## src/rtl/otter_mem_arbiter_if.sv

```systemverilog
// Bus bundle for the OTTER memory arbiter: three requester ports plus the single memory port.
// The slave modport is the arbiter's view; the master modport is the requester/memory side.
interface otter_mem_arbiter_if #(
    parameter int ADDR_W = 32,
    parameter int DATA_W = 32
);
    logic [2:0]              MA_REQ;
    logic [2:0]              MA_WE;
    logic [3*ADDR_W-1:0]     MA_ADDR;
    logic [3*DATA_W-1:0]     MA_WDATA;
    logic [3*(DATA_W/8)-1:0] MA_BE;
    logic                    MA_PROG_LOCK;
    logic [2:0]              MA_ACK;
    logic [DATA_W-1:0]       MA_RDATA;
    logic [1:0]              MA_GNT_ID;
    logic                    MA_BUSY;
    logic                    MA_ERR;
    logic                    MEM_REQ;
    logic                    MEM_WE;
    logic [ADDR_W-1:0]       MEM_ADDR;
    logic [DATA_W-1:0]       MEM_WDATA;
    logic [DATA_W/8-1:0]     MEM_BE;
    logic                    MEM_ACK;
    logic [DATA_W-1:0]       MEM_RDATA;

    modport slave (
        input  MA_REQ, MA_WE, MA_ADDR, MA_WDATA, MA_BE, MA_PROG_LOCK, MEM_ACK, MEM_RDATA,
        output MA_ACK, MA_RDATA, MA_GNT_ID, MA_BUSY, MA_ERR,
               MEM_REQ, MEM_WE, MEM_ADDR, MEM_WDATA, MEM_BE
    );

    modport master (
        output MA_REQ, MA_WE, MA_ADDR, MA_WDATA, MA_BE, MA_PROG_LOCK, MEM_ACK, MEM_RDATA,
        input  MA_ACK, MA_RDATA, MA_GNT_ID, MA_BUSY, MA_ERR,
               MEM_REQ, MEM_WE, MEM_ADDR, MEM_WDATA, MEM_BE
    );
endinterface

```

## src/rtl/otter_mem_arbiter.sv

```systemverilog
// Shares the OTTER memory port between fetch (0), load/store (1) and the UART programmer (2).
// Define MEM_ARB_RR_EN for round-robin arbitration; otherwise fixed priority 2 > 1 > 0.
module otter_mem_arbiter #(
    parameter int ADDR_W      = 32,
    parameter int DATA_W      = 32,
    parameter int TIMEOUT_CYC = 255
) (
    input logic                MA_CLK,
    input logic                MA_RESET,
    otter_mem_arbiter_if.slave bus
);
    localparam int BE_W  = DATA_W / 8;
    localparam int CNT_W = (TIMEOUT_CYC == 0) ? 1 : $clog2(TIMEOUT_CYC + 1);
    localparam logic [DATA_W-1:0] ERR_DATA = DATA_W'(32'hDEAD_BEEF);

    typedef enum logic [1:0] {IDLE, BUSY, DONE} state_t;

    state_t              state_q, state_d;
    logic [1:0]          owner_q, owner_d;
    logic                we_q, we_d;
    logic [ADDR_W-1:0]   addr_q, addr_d;
    logic [DATA_W-1:0]   wdata_q, wdata_d;
    logic [BE_W-1:0]     be_q, be_d;
    logic [DATA_W-1:0]   rdata_q, rdata_d;
    logic                err_q, err_d;
    logic [CNT_W-1:0]    cnt_q, cnt_d;
    logic [2:0]          eligible;
    logic [1:0]          winner;
`ifdef MEM_ARB_RR_EN
    logic [1:0]          ptr_q, ptr_d;
    logic                found;
`endif

    // Lock masks fetch and load/store; their requests simply stay pending until it drops.
    always_comb begin
        eligible = bus.MA_REQ & (bus.MA_PROG_LOCK ? 3'b100 : 3'b111);
        winner   = 2'd0;
`ifdef MEM_ARB_RR_EN
        found    = 1'b0;
        for (int k = 0; k < 3; k++) begin
            if (!found && eligible[(int'(ptr_q) + k) % 3]) begin
                winner = 2'((int'(ptr_q) + k) % 3);
                found  = 1'b1;
            end
        end
`else
        if (eligible[2]) begin
            winner = 2'd2;
        end else if (eligible[1]) begin
            winner = 2'd1;
        end
`endif
    end

    always_comb begin
        state_d = state_q;
        owner_d = owner_q;
        we_d    = we_q;
        addr_d  = addr_q;
        wdata_d = wdata_q;
        be_d    = be_q;
        rdata_d = rdata_q;
        err_d   = err_q;
        cnt_d   = cnt_q;
`ifdef MEM_ARB_RR_EN
        ptr_d   = ptr_q;
`endif
        case (state_q)
            IDLE: begin
                if (|eligible) begin
                    state_d = BUSY;
                    owner_d = winner;
                    we_d    = bus.MA_WE[winner];
                    addr_d  = bus.MA_ADDR[int'(winner)*ADDR_W +: ADDR_W];
                    wdata_d = bus.MA_WDATA[int'(winner)*DATA_W +: DATA_W];
                    be_d    = bus.MA_BE[int'(winner)*BE_W +: BE_W];
                    cnt_d   = '0;
`ifdef MEM_ARB_RR_EN
                    ptr_d   = (winner == 2'd2) ? 2'd0 : winner + 2'd1;
`endif
                end
            end
            BUSY: begin
                cnt_d = cnt_q + CNT_W'(1);
                if (bus.MEM_ACK) begin
                    rdata_d = bus.MEM_RDATA;
                    state_d = DONE;
                end else if ((TIMEOUT_CYC != 0) &&
                             ((32'(cnt_q) + 32'd1) == 32'(TIMEOUT_CYC))) begin
                    err_d   = 1'b1;
                    rdata_d = ERR_DATA;
                    state_d = DONE;
                end
            end
            DONE: begin
                state_d = IDLE;
            end
            default: begin
                state_d = IDLE;
            end
        endcase
    end

    always_ff @(posedge MA_CLK or posedge MA_RESET) begin
        if (MA_RESET) begin
            state_q <= IDLE;
            owner_q <= 2'd0;
            we_q    <= 1'b0;
            addr_q  <= '0;
            wdata_q <= '0;
            be_q    <= '0;
            rdata_q <= '0;
            err_q   <= 1'b0;
            cnt_q   <= '0;
`ifdef MEM_ARB_RR_EN
            ptr_q   <= 2'd0;
`endif
        end else begin
            state_q <= state_d;
            owner_q <= owner_d;
            we_q    <= we_d;
            addr_q  <= addr_d;
            wdata_q <= wdata_d;
            be_q    <= be_d;
            rdata_q <= rdata_d;
            err_q   <= err_d;
            cnt_q   <= cnt_d;
`ifdef MEM_ARB_RR_EN
            ptr_q   <= ptr_d;
`endif
        end
    end

    // Handshake outputs decode straight from state so reset drops MEM_REQ without a clock.
    assign bus.MA_ACK    = (state_q == DONE) ? (3'b001 << owner_q) : 3'b000;
    assign bus.MA_RDATA  = rdata_q;
    assign bus.MA_GNT_ID = (state_q == IDLE) ? 2'b11 : owner_q;
    assign bus.MA_BUSY   = (state_q != IDLE);
    assign bus.MA_ERR    = err_q;
    assign bus.MEM_REQ   = (state_q == BUSY);
    assign bus.MEM_WE    = (state_q == BUSY) && we_q;
    assign bus.MEM_ADDR  = addr_q;
    assign bus.MEM_WDATA = wdata_q;
    assign bus.MEM_BE    = be_q;
endmodule

```

## src/flat_wrapper.sv

```systemverilog
// flat-port wrapper written by rule: the top's interface ports become plain ports
module otter_mem_arbiter_flat 
#(
    parameter int ADDR_W      = 32,
    parameter int DATA_W      = 32,
    parameter int TIMEOUT_CYC = 255
)
  (MA_CLK, MA_RESET, bus_MA_REQ, bus_MA_WE, bus_MA_ADDR, bus_MA_WDATA, bus_MA_BE, bus_MA_PROG_LOCK, bus_MEM_ACK, bus_MEM_RDATA, bus_MA_ACK, bus_MA_RDATA, bus_MA_GNT_ID, bus_MA_BUSY, bus_MA_ERR, bus_MEM_REQ, bus_MEM_WE, bus_MEM_ADDR, bus_MEM_WDATA, bus_MEM_BE);
  otter_mem_arbiter_if #(.ADDR_W(ADDR_W), .DATA_W(DATA_W)) bus_i ();
  input logic MA_CLK;
  input logic MA_RESET;
  input wire logic [$bits(bus_i.MA_REQ)-1:0] bus_MA_REQ;
  input wire logic [$bits(bus_i.MA_WE)-1:0] bus_MA_WE;
  input wire logic [$bits(bus_i.MA_ADDR)-1:0] bus_MA_ADDR;
  input wire logic [$bits(bus_i.MA_WDATA)-1:0] bus_MA_WDATA;
  input wire logic [$bits(bus_i.MA_BE)-1:0] bus_MA_BE;
  input wire logic [$bits(bus_i.MA_PROG_LOCK)-1:0] bus_MA_PROG_LOCK;
  input wire logic [$bits(bus_i.MEM_ACK)-1:0] bus_MEM_ACK;
  input wire logic [$bits(bus_i.MEM_RDATA)-1:0] bus_MEM_RDATA;
  output wire logic [$bits(bus_i.MA_ACK)-1:0] bus_MA_ACK;
  output wire logic [$bits(bus_i.MA_RDATA)-1:0] bus_MA_RDATA;
  output wire logic [$bits(bus_i.MA_GNT_ID)-1:0] bus_MA_GNT_ID;
  output wire logic [$bits(bus_i.MA_BUSY)-1:0] bus_MA_BUSY;
  output wire logic [$bits(bus_i.MA_ERR)-1:0] bus_MA_ERR;
  output wire logic [$bits(bus_i.MEM_REQ)-1:0] bus_MEM_REQ;
  output wire logic [$bits(bus_i.MEM_WE)-1:0] bus_MEM_WE;
  output wire logic [$bits(bus_i.MEM_ADDR)-1:0] bus_MEM_ADDR;
  output wire logic [$bits(bus_i.MEM_WDATA)-1:0] bus_MEM_WDATA;
  output wire logic [$bits(bus_i.MEM_BE)-1:0] bus_MEM_BE;
  assign bus_i.MA_REQ = bus_MA_REQ;
  assign bus_i.MA_WE = bus_MA_WE;
  assign bus_i.MA_ADDR = bus_MA_ADDR;
  assign bus_i.MA_WDATA = bus_MA_WDATA;
  assign bus_i.MA_BE = bus_MA_BE;
  assign bus_i.MA_PROG_LOCK = bus_MA_PROG_LOCK;
  assign bus_i.MEM_ACK = bus_MEM_ACK;
  assign bus_i.MEM_RDATA = bus_MEM_RDATA;
  assign bus_MA_ACK = bus_i.MA_ACK;
  assign bus_MA_RDATA = bus_i.MA_RDATA;
  assign bus_MA_GNT_ID = bus_i.MA_GNT_ID;
  assign bus_MA_BUSY = bus_i.MA_BUSY;
  assign bus_MA_ERR = bus_i.MA_ERR;
  assign bus_MEM_REQ = bus_i.MEM_REQ;
  assign bus_MEM_WE = bus_i.MEM_WE;
  assign bus_MEM_ADDR = bus_i.MEM_ADDR;
  assign bus_MEM_WDATA = bus_i.MEM_WDATA;
  assign bus_MEM_BE = bus_i.MEM_BE;
  otter_mem_arbiter #(.ADDR_W(ADDR_W), .DATA_W(DATA_W), .TIMEOUT_CYC(TIMEOUT_CYC)) u_core (.MA_CLK(MA_CLK), .MA_RESET(MA_RESET), .bus(bus_i));
endmodule
```

## config.mk

```make
export PLATFORM = sky130hd
export DESIGN_NAME = otter_mem_arbiter_flat
export DESIGN_NICKNAME = d
export VERILOG_FILES = /design/src/rtl/otter_mem_arbiter_if.sv /design/src/rtl/otter_mem_arbiter.sv /design/src/flat_wrapper.sv
export SDC_FILE = /design/constraint.sdc
export NUM_CORES = 1
export LEC_CHECK = 0
export CAP_MARGIN = 20
export CORE_AREA = 5 5 136 138
export DETAILED_ROUTE_END_ITERATION = 16
export DIE_AREA = 0 0 141 143
export GPL_ROUTABILITY_DRIVEN = 0
export HOLD_SLACK_MARGIN = 0.03
export PLACE_DENSITY = 0.82
export SLEW_MARGIN = 20
export SYNTH_ARGS = -nofsm -noshare
export SYNTH_HDL_FRONTEND = slang
export SYNTH_SLANG_ARGS = --single-unit
```

## constraint.sdc

```tcl
create_clock -name MA_CLK -period 4.6 [get_ports MA_CLK]
set_input_delay 1.15 -clock MA_CLK [delete_from_list [all_inputs] [get_ports MA_CLK]]
set_output_delay 1.15 -clock MA_CLK [all_outputs]
set_load 0.05 [all_outputs]
```

==> results of run 1 <==
==> Yosys cell counts, types with 4 or more instances <==
master	n
a21oi_1	86
a221o_1	11
a22o_1	8
a31o_1	5
a31o_2	4
and2_1	5
buf_2	8
clkbuf_1	43
dfrtp_1	114
inv_1	5
mux2i_1	69
nand2_1	67
nor2_1	86
nor3_1	11
o21ai_0	72
o22ai_1	25
==> power by group through the flow <==
stage | Sequential, mW | Combinational, mW | Clock, mW
2_1_floorplan | 3.20 | 1.03 | 0
4_1_cts | 1.78 | 3.94 | 1.36
6_report | 1.78 | 3.90 | 1.33
5_1_grt | 1.84 | 4.11 | 1.40
3_3_place_gp | 1.77 | 3.87 | 0
3_5_place_dp | 1.79 | 3.93 | 0
==> final cells by class <==
class	count	area (sq um)	share of cell area, %
Tap cell	225	282	2.73
Inverter	6	25.0	0.243
Sequential cell	114	2850	27.7
Clock inverter	9	133	1.29
Clock buffer	20	467	4.53
Timing Repair Buffer	364	3650	35.5
Multi-Input combinational cell	488	2890	28.1
==> metal layers <==
layer | track usage [%] | vias to the layer above
met1 | 23.0 | 2818
met2 | 35.0 | 257
li1 | - | 3022
met4 | 5.92 | 0
met5 | 0 | -
met3 | 7.07 | 29
==> stage by stage <==
stage | setup WS (ps) | std cells | cell area (sq um) | hold WS (ps) | util, %
floorplan | 434 | 665 | 5990 | 442 | -
global placement | 1350 | 1197 | 9700 | 451 | 56.9
detailed placement | 1320 | 1197 | 9700 | 454 | 56.9
CTS | 1120 | 1226 | 10300 | 466 | 60.4
global route | 1040 | 1226 | 10300 | 484 | 60.4
finish | 1170 | 1226 | 10300 | 462 | 60.4
==> worst paths after layout <==
path / from / to / slack (ps) / cells past startpoint
min: u_core.bus.MA_ERR$_DFFE_PP0P_ / u_core.bus.MA_ERR$_DFFE_PP0P_ / 460 / 1
max reg2reg: u_core.cnt_q[0]$_DFFE_PP0P_ / u_core.bus.MA_RDATA[24]$_DFFE_PP0P_ / 2070 / 5
max: u_core.state_q[1]$_DFFE_PP0P_ / bus_MEM_WE / 1170 / 5
min reg2reg: u_core.bus.MA_ERR$_DFFE_PP0P_ / u_core.bus.MA_ERR$_DFFE_PP0P_ / 460 / 1
min in group asynchronous: MA_RESET / u_core.bus.MA_RDATA[13]$_DFFE_PP0P_ / 1280 / 2
max in group asynchronous: MA_RESET / u_core.bus.MEM_BE[0]$_DFFE_PP0P_ / 2540 / 3
==> worst max-delay path: cells and delay by family (launching register included) <==
kind | cells | cell delay (ps)
buffers and inverters | 3 | 1100
flip-flops | 1 | 410
AND/OR/NAND/NOR | 2 | 370
==> flip-flops by register name, summed over array words and instances, names as in the netlist <==
signal,flops
u_core.bus.MA_RDATA,32
u_core.owner_q,2
u_core.we_q,1
u_core.cnt_q,8
u_core.bus.MA_ERR,1
u_core.bus.MEM_ADDR,32
u_core.bus.MEM_WDATA,32
u_core.state_q,2
u_core.bus.MEM_BE,4
==> cell families after synthesis <==
kind of cell	Yosys count	synth area share, %
flops	114	47.6
buf+inv	63	4.39
fa+ha+maj	2	0.418
mux	70	11.7
simple gates	193	14.1
compound gates	223	21.8
==> flow_metrics.tcl, run 1 <==
set metrics [dict create \
    cts_hold_buf 0 \
    wl_per_cell_microns 17.0 \
    hold_viol 0 \
    crit_fanout 19 \
    clk_path_buf_depth 2 \
    drt_iter0_markers 242 \
    cts_buffers 17 \
    setup_viol 0 \
    wl_met3_microns 1880 \
    crit_chain "nand2b_1 > clkinv_1 > buf_4 > and2_1 > clkdlybuf4s50_1" \
    synthTopCellsByArea "dfrtp_1, mux2i_1, a21oi_1, o21ai_0, nor2_1" \
    postSynthCellCount 665 \
    dr.pass1.iters 5 \
    clock_skew_ps 6.46 \
    ir_drop_v 0.000450 \
    p_sw_mw 3.28 \
    antenna_found_initial 0 \
    grt_overflow 0 \
    via_per_inst 5.00 \
    p_leak_nw 4.19 \
    hold_class "flip-flop to flip-flop" \
    ys_seq_area_share_pct 47.6 \
    drc_errors 0 \
    grt_usage_pct 19.9 \
    portBuffers 354 \
    fin_crit_ps 3430 \
    ys.flop_type "dfrtp_1" \
    synth_top_cell_by_area "dfrtp_1" \
    fill_cells 1503 \
    post-cts-setup-buffers 0 \
    grt_pass1_wl_microns 31600 \
    most-common-layout-cells "clkdlybuf4s50_1, dfrtp_1, nor2_1, a21oi_1, o21ai_0" \
    rsz0062_at_grt "no" \
    synth-edff-count 0 \
    via_count 6126 \
    wl_met2_microns 10700 \
    maxSlewViolCount 0 \
    root_buffer "clkbuf_16" \
    wl_met1_microns 7910 \
    yosys.cell_types.count 44 \
    routed.top_layer "met4" \
    io_pins 355 \
    status "complete, no violations" \
    cp-end-kind "output port" \
    grt_pass1_vias 6058 \
    p_sw_share_pct 46.8 \
    relSlewSlack_pct 42.4 \
    cts.sinks 114 \
    p_clk_share_pct 18.9 \
    fmax_mhz 291 \
    synth_nets 913 \
    final.period_utilization_pct 74.6 \
    nets 1239 \
    wl_microns 20900 \
    comb_power_share_pct 55.6 \
    design.die.area_sq_um 20200 \
    worst_pin_slew_ps 864 \
    dieHeight_microns 143 \
    syn2layout_area_growth_pct 72.1 \
    diodes 0 \
    cts.clk_slew.worst_paths_ps 50 \
    p_per_area_nw_per_um2 680 \
    grt_max_degree 86 \
    syn_area_sq_um 5990 \
    hpwl_microns 16300 \
    maxCapViolCount 0 \
    synth_top_cell_area_share_pct 47.6 \
    avgSynthCellArea_sq_um 9.00 \
    ys_ff_latch 114 \
    cts_max_level 4 \
    start_util_pct 35.1 \
    drive_gt1_share_pct 5.39 \
    placementRows 48 \
    layout_commonest_cell "clkdlybuf4s50_1" \
    power_mw 7.01 \
    yosysWarnings 0 \
    cts_tree "done" \
    p_seq_share_pct 25.4 \
    critPathArrivalTime_ps 2280 \
    slowest_stage "clkdlybuf4s50_1" \
    die_w_microns 141 \
    tns_ps 0 \
    internal_power_mw 3.72 \
    required_ps 3450 \
    core_sq_um 17100 \
    max_stage_delay_ps 800 \
    synthArstFlopShare_pct 100 \
    startpoint_type "flip-flop" \
    ant_nets 0 \
    crit_type "flip-flop to output port" \
    post_cts_resized 0 \
    clkLatencyLatePin_ps 400 \
]
No activity file was read; power rests on OpenSTA's default activity.
==> run 2: changes to the inputs <==
- clock period: 4.6 -> 3.2 ns (I/O delays scaled with it)
==> run 2 against run 1 <==
Compared with the run above:
- flip-flop and latch count unchanged
- clock power increased by 51%
- first-iteration DRC count increased by 25%
- final area increased by 1.1%
- combinational power increased by 45%
- largest cell class unchanged
- largest power group unchanged
==> flow_metrics.tcl, run 2 (same netlist as run 1, synthesis figures left out) <==
set metrics [dict create \
    clkLatencyLatePin_ps 420 \
    wl_per_cell_microns 17.6 \
    startpoint_type "flip-flop" \
    wl_met1_microns 8320 \
    critPathArrivalTime_ps 2070 \
    wl_microns 21800 \
    crit_type "flip-flop to output port" \
    final_area_sq_um 10400 \
    io_pins 355 \
    via_count 6242 \
    layout_commonest_cell "clkdlybuf4s50_1" \
    grt_overflow 0 \
    drc_errors 0 \
    p_per_area_nw_per_um2 979 \
    portBuffers 354 \
    via_per_inst 5.04 \
    worst_pin_slew_ps 816 \
    cts.clk_slew.worst_paths_ps 60 \
    most-common-layout-cells "clkdlybuf4s50_1, dfrtp_1, nor2_1, a21oi_1, o21ai_0" \
    dieHeight_microns 143 \
    design.die.area_sq_um 20200 \
    grt_usage_pct 21.0 \
    clock_skew_ps 18.4 \
    wl_met3_microns 1600 \
    cts_hold_buf 0 \
    rsz0062_at_grt "no" \
    setup_viol 0 \
    routed.top_layer "met5" \
    cts_max_level 4 \
    drt_iter0_markers 302 \
    relSlewSlack_pct 45.5 \
    hpwl_microns 16900 \
    start_util_pct 35.1 \
    maxCapViolCount 0 \
    hold_viol 0 \
    drive_gt1_share_pct 6.72 \
    crit_fanout 5 \
    fmax_mhz 349 \
    required_ps 2400 \
    grt_max_degree 96 \
    root_buffer "clkbuf_16" \
    placed_cell_area_sq_um 9790 \
    antenna_found_initial 2 \
    ir_drop_v 0.000579 \
    die_w_microns 141 \
    core_sq_um 17100 \
    placementRows 48 \
    nets 1247 \
    fin_crit_ps 2870 \
    wl_met2_microns 11200 \
    ant_nets 0 \
    final.period_utilization_pct 89.6 \
    max_stage_delay_ps 890 \
    cts.sinks 114 \
    slowest_stage "clkdlybuf4s50_1" \
    dr.pass1.iters 7 \
    cts_buffers 17 \
    maxSlewViolCount 0 \
    hold_class "flip-flop to flip-flop" \
    post-cts-setup-buffers 0 \
    status "complete, no violations" \
    cp-end-kind "output port" \
    syn2layout_area_growth_pct 74.0 \
    post_cts_resized 0 \
    clk_path_buf_depth 2 \
    grt_pass1_vias 6212 \
    grt_pass1_wl_microns 33300 \
    tns_ps 0 \
    p_leak_nw 4.26 \
    cts_tree "done" \
    path_delay_family "buffers and inverters" \
    worst-path-buf-inv 1 \
    crit_chain "nor4b_1 > clkdlybuf4s50_1" \
]
## run 2: worst reg2reg max path: cells and delay by family, from the launching register on
kind                     cells  cell delay, ps
adder cells (fa/ha/maj)      1             340
AO/OA/AOI/OAI                2             660
flip-flops                   1             450
AND/OR/NAND/NOR              2             980
## run 2: cell type report
type	count	area, sq um
antenna	1	2.50
clock buffer	19	443
clock inverter	13	183
fill	1451	6640
inverter	6	26.3
multi-input combinational	488	2890
sequential	114	2850
tap	225	282
timing repair buffer	372	3740
## run 2: worst paths after layout
path / cells past startpoint / to / slack, ps / start
worst max-delay path: 2 / bus_MA_ACK[0] / 330 / u_core.state_q[0]$_DFFE_PP0P_
worst min-delay path: 1 / u_core.bus.MA_ERR$_DFFE_PP0P_ / 470 / u_core.bus.MA_ERR$_DFFE_PP0P_
worst max register to register: 5 / u_core.bus.MA_RDATA[22]$_DFFE_PP0P_ / 650 / u_core.cnt_q[0]$_DFFE_PP0P_
worst min register to register: 1 / u_core.bus.MA_ERR$_DFFE_PP0P_ / 470 / u_core.bus.MA_ERR$_DFFE_PP0P_
max in group asynchronous: 3 / u_core.bus.MEM_WDATA[18]$_DFFE_PP0P_ / 1680 / MA_RESET
min in group asynchronous: 2 / u_core.bus.MA_RDATA[20]$_DFFE_PP0P_ / 860 / MA_RESET
## run 2: routing by layer
metal / track usage (%) / vias to the layer above
li1: - / 3043
met1: 24.1 / 2889
met2: 37.1 / 260
met3: 6.16 / 48
met4: 8.06 / 2
met5: 0 / -
## run 2: per-stage QoR
| step | worst slack [ps] | hold slack [ps] | std cells | power (mW) | utilization, % |
|---|---|---|---|---|---|
| detailed placement | 534 | 468 | 1205 | 8.25 | 57.4 |
| global route | 197 | 492 | 1238 | 10.7 | 61.1 |
| floorplan | 321 | 442 | 665 | 6.08 | - |
| finish | 333 | 470 | 1238 | 10.2 | 61.1 |
| global placement | 574 | 454 | 1205 | 8.13 | 57.4 |
| CTS | 279 | 471 | 1237 | 10.3 | 61.1 |
## run 2: where the power goes
| part | internal [mW] | switching, mW |
|---|---|---|
| sequential | 2.10 | 0.456 |
| clock | 1.32 | 0.682 |
| combinational | 1.99 | 3.65 |
| total | 5.41 | 4.79 |
==> RTL edit, RTL diff (flow settings as in run 2) <==
Add a define of `MEM_ARB_RR_EN`.
--- a/src/rtl/otter_mem_arbiter.sv
+++ b/src/rtl/otter_mem_arbiter.sv
@@ -2,2 +2,4 @@
 // Define MEM_ARB_RR_EN for round-robin arbitration; otherwise fixed priority 2 > 1 > 0.
+`define MEM_ARB_RR_EN
+
 module otter_mem_arbiter #(
Function: changed (a bounded check fails within 4 cycles, from zero or initial values and one cycle with MA_RESET high).
==> RTL edit against run 2 <==
  * Setup slack got worse by 27 ps
  * Routed wire length up 14%
  * Core utilization increased by 3.8 points
  * Power increased by 20%
  * Synthesized area rose by 9.7%
  * Cell area increased by 6.3%
  * Largest cell class unchanged
  * Sequential cell count grew 2
==> RTL edit: results <==
set metrics [dict create \
    status "finished clean" \
    met1Wirelength_um 9542 \
    reg2reg_from "u_core.ptr_q[0]$_DFFE_PP0P_" \
    grt_start_max_net_pins 52 \
    fin_worst_hold_slack_ps 473.0 \
    synth_common_cells "nor2_1 (169), dfrtp_1 (116), mux2i_1 (69), a221oi_2 (67), clkbuf_1 (26)" \
    syn_avg_cell_area_sq_um 10.39 \
    finalClockSkew_ps 11.40 \
    use_met2 0.4128 \
    synth_compound_area_frac 0.2362 \
    global_route.usage.met1 0.2691 \
    switching_power_mw 5.980 \
    timing.reg2reg.worst_path_depth 8 \
    dp.cells 1187 \
    number_of_antenna_cells_inserted 0 \
    wire_per_inst_um 20.36 \
    synth.area.mux_share 0.1052 \
    cts.root.buffer_cell "clkbuf_16" \
    comb_power_share 0.619 \
    routed-wl-met2_um 12380 \
    ir_drop_uv 826.0 \
    hpwl_um 18910 \
    route.met3.wl_um 2243 \
    grt_pass1_vias 6710 \
    initialDrtViolationCount 301 \
    post_synth_net_total 882 \
    drive_above_1_share 0.1459 \
    synth_adder_area_share 0.009335 \
    grt.met3_usage 0.09243 \
    post_dp_cell_area_sq_mm 0.01045 \
    top_layer_used "met4" \
    seq_power_share 0.216 \
    synthDistinctLibCells 40 \
    power.leakage_nw 4.450 \
    portion_of_the_post_synthesis_area_used_by_sequential_elements 0.4420 \
    critical_path.max_fanout 3 \
    grt_pass1_wl_um 37220 \
    timing.slew.headroom 0.5967 \
]
[RTL edit: cell count changes after synthesis, sizes merged, moves of 9 or more]
cell and change:
a31o -9, o21ai -50, nand2 -53, clkbuf -18, nor3 -9, buf +15, nand2b +9, nor2 +84
a221o -11, a221oi +68, a21oi -62
[RTL edit: metrics by stage]
step / worst slack (ps) / power [mW]
3_3_place_gp: 304.9 / 10.14
5_1_grt: 192.7 / 12.85
2_1_floorplan: 606.3 / 7.706
4_1_cts: 274.0 / 12.34
6_report: 306.6 / 12.27
3_5_place_dp: 275.7 / 10.27
[RTL edit: cell type report]
| cell class | instances | area, sq um |
|---|---|---|
| fill | 1348 | 5982 |
| timing repair buffer | 384 | 3939 |
| multi-input combinational | 455 | 3301 |
| sequential | 116 | 2903 |
| clock buffer | 17 | 425.4 |
| tap | 225 | 281.5 |
| clock inverter | 15 | 195.2 |
| inverter | 7 | 30.03 |
